===== src/rtl/csa_10_8_sequencer.sv =====
// rtl/csa_10_8_sequencer.sv - batches up to ten 8-bit operands and sums them through a carry-save tree
// csa_10_8 reduces ten operands to sum/carry vectors with 3:2 compressors before one final add.

module csa_10_8 (
  input  logic [7:0]  a,
  input  logic [7:0]  b,
  input  logic [7:0]  c,
  input  logic [7:0]  d,
  input  logic [7:0]  e,
  input  logic [7:0]  f,
  input  logic [7:0]  g,
  input  logic [7:0]  h,
  input  logic [7:0]  i,
  input  logic [7:0]  j,
  output logic [11:0] z
);

  // Each compressor keeps 12 bits; arithmetic is mod 4096 and the true total never exceeds 2550.
  function automatic logic [23:0] csa3(input logic [11:0] x, input logic [11:0] y,
                                       input logic [11:0] w);
    logic [11:0] s;
    logic [11:0] cy;
    s  = x ^ y ^ w;
    cy = ((x & y) | (x & w) | (y & w)) << 1;
    return {s, cy};
  endfunction

  logic [23:0] t0, t1, t2, t3, t4, t5, t6, t7;

  assign t0 = csa3({4'b0, a}, {4'b0, b}, {4'b0, c});
  assign t1 = csa3({4'b0, d}, {4'b0, e}, {4'b0, f});
  assign t2 = csa3({4'b0, g}, {4'b0, h}, {4'b0, i});
  assign t3 = csa3(t0[23:12], t0[11:0], t1[23:12]);
  assign t4 = csa3(t1[11:0], t2[23:12], t2[11:0]);
  assign t5 = csa3(t3[23:12], t3[11:0], t4[23:12]);
  assign t6 = csa3(t5[23:12], t5[11:0], t4[11:0]);
  assign t7 = csa3(t6[23:12], t6[11:0], {4'b0, j});
  assign z  = t7[23:12] + t7[11:0];

endmodule

module csa_10_8_sequencer (
  input  logic        clock,
  input  logic        reset,
  input  logic        in_valid,
  output logic        in_ready,
  input  logic [7:0]  in_data,
  input  logic        in_last,
  output logic        out_valid,
  input  logic        out_ready,
  output logic [11:0] out_sum,
  output logic [3:0]  out_count
);

  typedef enum logic [1:0] {FILL, COMPUTE, HOLD} state_t;

  state_t      state_q;
  logic [3:0]  count_q;
  logic [7:0]  slot_q [10];
  logic [11:0] out_sum_q;
  logic [3:0]  out_count_q;
  logic        out_valid_q;
  logic        in_ready_q;
  logic [11:0] csa_z;

  csa_10_8 u_csa (
    .a(slot_q[0]), .b(slot_q[1]), .c(slot_q[2]), .d(slot_q[3]), .e(slot_q[4]),
    .f(slot_q[5]), .g(slot_q[6]), .h(slot_q[7]), .i(slot_q[8]), .j(slot_q[9]),
    .z(csa_z)
  );

  always_ff @(posedge clock) begin
    if (reset) begin
      state_q     <= FILL;
      count_q     <= 4'd0;
      out_sum_q   <= 12'd0;
      out_count_q <= 4'd0;
      out_valid_q <= 1'b0;
      in_ready_q  <= 1'b1;
      for (int k = 0; k < 10; k++) slot_q[k] <= 8'd0;
    end else begin
      case (state_q)
        FILL: begin
          if (in_valid && in_ready_q) begin
            slot_q[count_q] <= in_data;
            count_q         <= count_q + 4'd1;
            if (count_q == 4'd9 || in_last) begin
              state_q    <= COMPUTE;
              in_ready_q <= 1'b0;
            end
          end
        end
        COMPUTE: begin
          out_sum_q   <= csa_z;
          out_count_q <= count_q;
          out_valid_q <= 1'b1;
          state_q     <= HOLD;
        end
        HOLD: begin
          // Slots are zeroed here so the next short batch sums only its own operands.
          if (out_ready) begin
            for (int k = 0; k < 10; k++) slot_q[k] <= 8'd0;
            count_q     <= 4'd0;
            out_valid_q <= 1'b0;
            in_ready_q  <= 1'b1;
            state_q     <= FILL;
          end
        end
        default: begin
          state_q    <= FILL;
          in_ready_q <= 1'b1;
        end
      endcase
    end
  end

  assign in_ready  = in_ready_q;
  assign out_valid = out_valid_q;
  assign out_sum   = out_sum_q;
  assign out_count = out_count_q;

endmodule


===== config.mk =====
export PLATFORM = sky130hd
export DESIGN_NAME = csa_10_8_sequencer
export DESIGN_NICKNAME = d
export VERILOG_FILES = /design/src/rtl/csa_10_8_sequencer.sv
export SDC_FILE = /design/constraint.sdc
export NUM_CORES = 1
export LEC_CHECK = 0
export CAP_MARGIN = 0
export CORE_MARGIN = 2
export CORE_UTILIZATION = 60
export CTS_CLUSTER_SIZE = 12
export DETAILED_ROUTE_END_ITERATION = 10
export GPL_ROUTABILITY_DRIVEN = 0
export GPL_TIMING_DRIVEN = 1
export PLACE_DENSITY = 0.81
export SLEW_MARGIN = 20
export SYNTH_ARGS = -nofsm -noshare
export SYNTH_HDL_FRONTEND = slang
export SYNTH_SLANG_ARGS = --single-unit

===== constraint.sdc =====
create_clock -name clock -period 7.9 [get_ports clock]
set_input_delay 2.37 -clock clock [delete_from_list [all_inputs] [get_ports clock]]
set_output_delay 2.37 -clock clock [all_outputs]
set_load 0.005 [all_outputs]

==> flow_summary.ini <==
[global_route]
grtUsageTotal = 0.244
grt_pass1_vias = 3977
antenna_found_initial = 0
grt_overflow_total = 0
grt_max_degree = 37
grt_pass1_wl_mm = 20.2

[cts]
cts-root-buf = clkbuf_8
cts_resized = 0
tritoncts.num_buffers = 9
cts_buffer_depth = 2
cts_max_level = 3
post-cts-setup-buffer-count = 0
cts_tree = built
cts.clk_slew.worst_paths_ns = 0.09
insertion_delay_ns = 0.38
cts-hold-fix-buffers = 0
cts_num_sinks = 104

[synth]
synth_nets = 618
yosysUniqueCellTypes = 39
yosysTopAreaCellShare = 0.391
synth_top_flop_cell = edfxtp_1
post_synth.cell_area_avg_um2 = 11.8
synth_top_area_cell = edfxtp_1
synthTopCellsByArea = edfxtp_1 (39%), fa_1 (20%), dfxtp_1 (7.8%)
synthCells = 521
ys_seq_area_frac = 0.469
ys_async_sr_fraction = 0
synthesis.area_um2 = 6140
yosysWarnings = 0
synth-seq-cells = 104
synth-edff-count = 80

[floorplan]
initial_core_util = 0.623
dieWidth_um = 105
io_pins = 31
rows = 36
die_y_um = 105
core-area_um2 = 9860
die_area_um2 = 11100

[min_path]
holdCritPathClass = reg -> reg

[placement]
dp_hpwl_mm = 9.15
placedCellCount = 667
io_buffers = 30
post_dp_cell_area_um2 = 6530

[cells_and_area]
syn2layout_area_growth_pct = 9.25
layout-drive-gt1-share = 0.0492
final_common_cell = inv_1
stdcell_area_um2 = 6710
fin_util = 0.680
antenna_cells = 0
final_cell_mix = inv_1 (95), edfxtp_1 (80), and3_1 (62)
fin_cells = 682
fin_nets = 642

[power_and_ir_drop]
power_frac_clock = 0.168
swShare = 0.400
intPower_mw = 1.16
pwr-share-comb = 0.496
p_leak_nw = 3.01
peakVddDrop_mv = 0.255
power_density_nw_per_um2 = 288
pwr-share-seq = 0.335
p_switching_mw = 0.774

[routing]
avgViaCountPerCell = 5.62
wl_met3_um = 779
detail-route-antenna-nets = 0
routed.top_layer = met4
dr.first_iter.drc_count = 201
drc_errors = 0
wl_met2_mm = 6.11
detail_route.first_pass.iterations = 4
finalWirelength_mm = 12.5
drt-met1-wl_mm = 5.35
vias = 3834
drt-wirelength-per-cell_um = 18.3

[sta]
rsz0062_at_grt = no
min_period_over_period = 0.589
max_freq_mhz = 215
period_needed_ns = 4.66
slew_violations = 0
finalSetupTns_ns = 0
finalClockSkew_ns = 0.0113
holdWs_ns = 0.458
hold_viol = 0
setup_viol = 0
worstMarginPinSlew_ns = 1.01
slew-limit-headroom = 0.326

[flow_run]
drv_cap = 0

[worst_setup_path]
critical_path_class = reg -> reg
cp_max_fo = 5
cp-start-kind = flip-flop
end_kind = flip-flop
cp.arrival_ns = 4.92
cp_data_required_time_ns = 8.16

[outcome]
outcome = finished clean
path summary, 6_finish.rpt:
check | from | to | slack, ns | cells past startpoint
setup / recovery | slot_q[8][5] | out_sum[8] | 3.24 | 14
hold / removal | out_valid | out_valid | 0.46 | 2
setup reg to reg | slot_q[8][5] | out_sum[8] | 3.24 | 14
hold reg to reg | out_valid | out_valid | 0.46 | 2
flip-flops by register name, indices dropped and copies added (netlist names):
signal     cells
count_q        4
in_ready       1
out_count      4
out_sum       12
out_valid      1
slot_q        80
state_q        2
synth_stat cells, types with 7 or more instances:
master	n
dfxtp_1	24
ha_1	23
a21oi_1	24
inv_1	95
nor2_1	7
o21ai_0	9
clkbuf_1	11
edfxtp_1	80
nand2_1	41
fa_1	61
and2_1	17
and3_1	62
nand3_1	12
power by group through the flow:
stage	clock network (mW)	registers, mW	logic, mW
2_1_floorplan	0	0.656	0.691
3_3_place_gp	0	0.659	0.919
5_1_grt	0.344	0.653	1.10
6_report	0.326	0.649	0.959
4_1_cts	0.328	0.648	0.963
3_5_place_dp	0	0.660	0.945
logic make-up after synthesis:
kind of cell	after synthesis	share of synthesized area
buf+inv	115	0.0752
xor+xnor	5	0.00713
flops	104	0.469
fa+ha+maj	84	0.246
simple gates	163	0.155
compound gates	50	0.0477
layer usage:
metal / track usage / vias to the layer above
met5: 0 / -
met4: 0.0895 / 0
met3: 0.0356 / 20
met2: 0.390 / 136
met1: 0.344 / 1909
li1: - / 1769
layout make-up:
type / instances / area, um2
Clock buffer: 10 / 128
Tap cell: 133 / 166
Clock inverter: 5 / 56.3
Sequential cell: 104 / 2880
Timing Repair Buffer: 33 / 323
Fill cell: 674 / 3160
Multi-Input combinational cell: 302 / 2800
Inverter: 95 / 357
stage by stage:
step                setup slack [ns]  power, mW
floorplan                       3.65       1.35
global placement                3.21       1.58
detailed placement              3.09       1.60
CTS                             3.24       1.94
global route                    3.03       2.10
finish                          3.24       1.93
critical path, stage by stage, from the launching register on:
cell      delay [ns]
edfxtp_1        0.43
fa_1            0.56
inv_1           0.06
fa_1            0.50
inv_1           0.06
fa_1            0.49
fa_1            0.49
inv_1           0.05
fa_1            0.48
inv_1           0.04
ha_1            0.34
o211ai_1        0.10
o21ai_0         0.59
a311o_1         0.27
o211ai_1        0.08
Power figures use the tool's default switching activity.
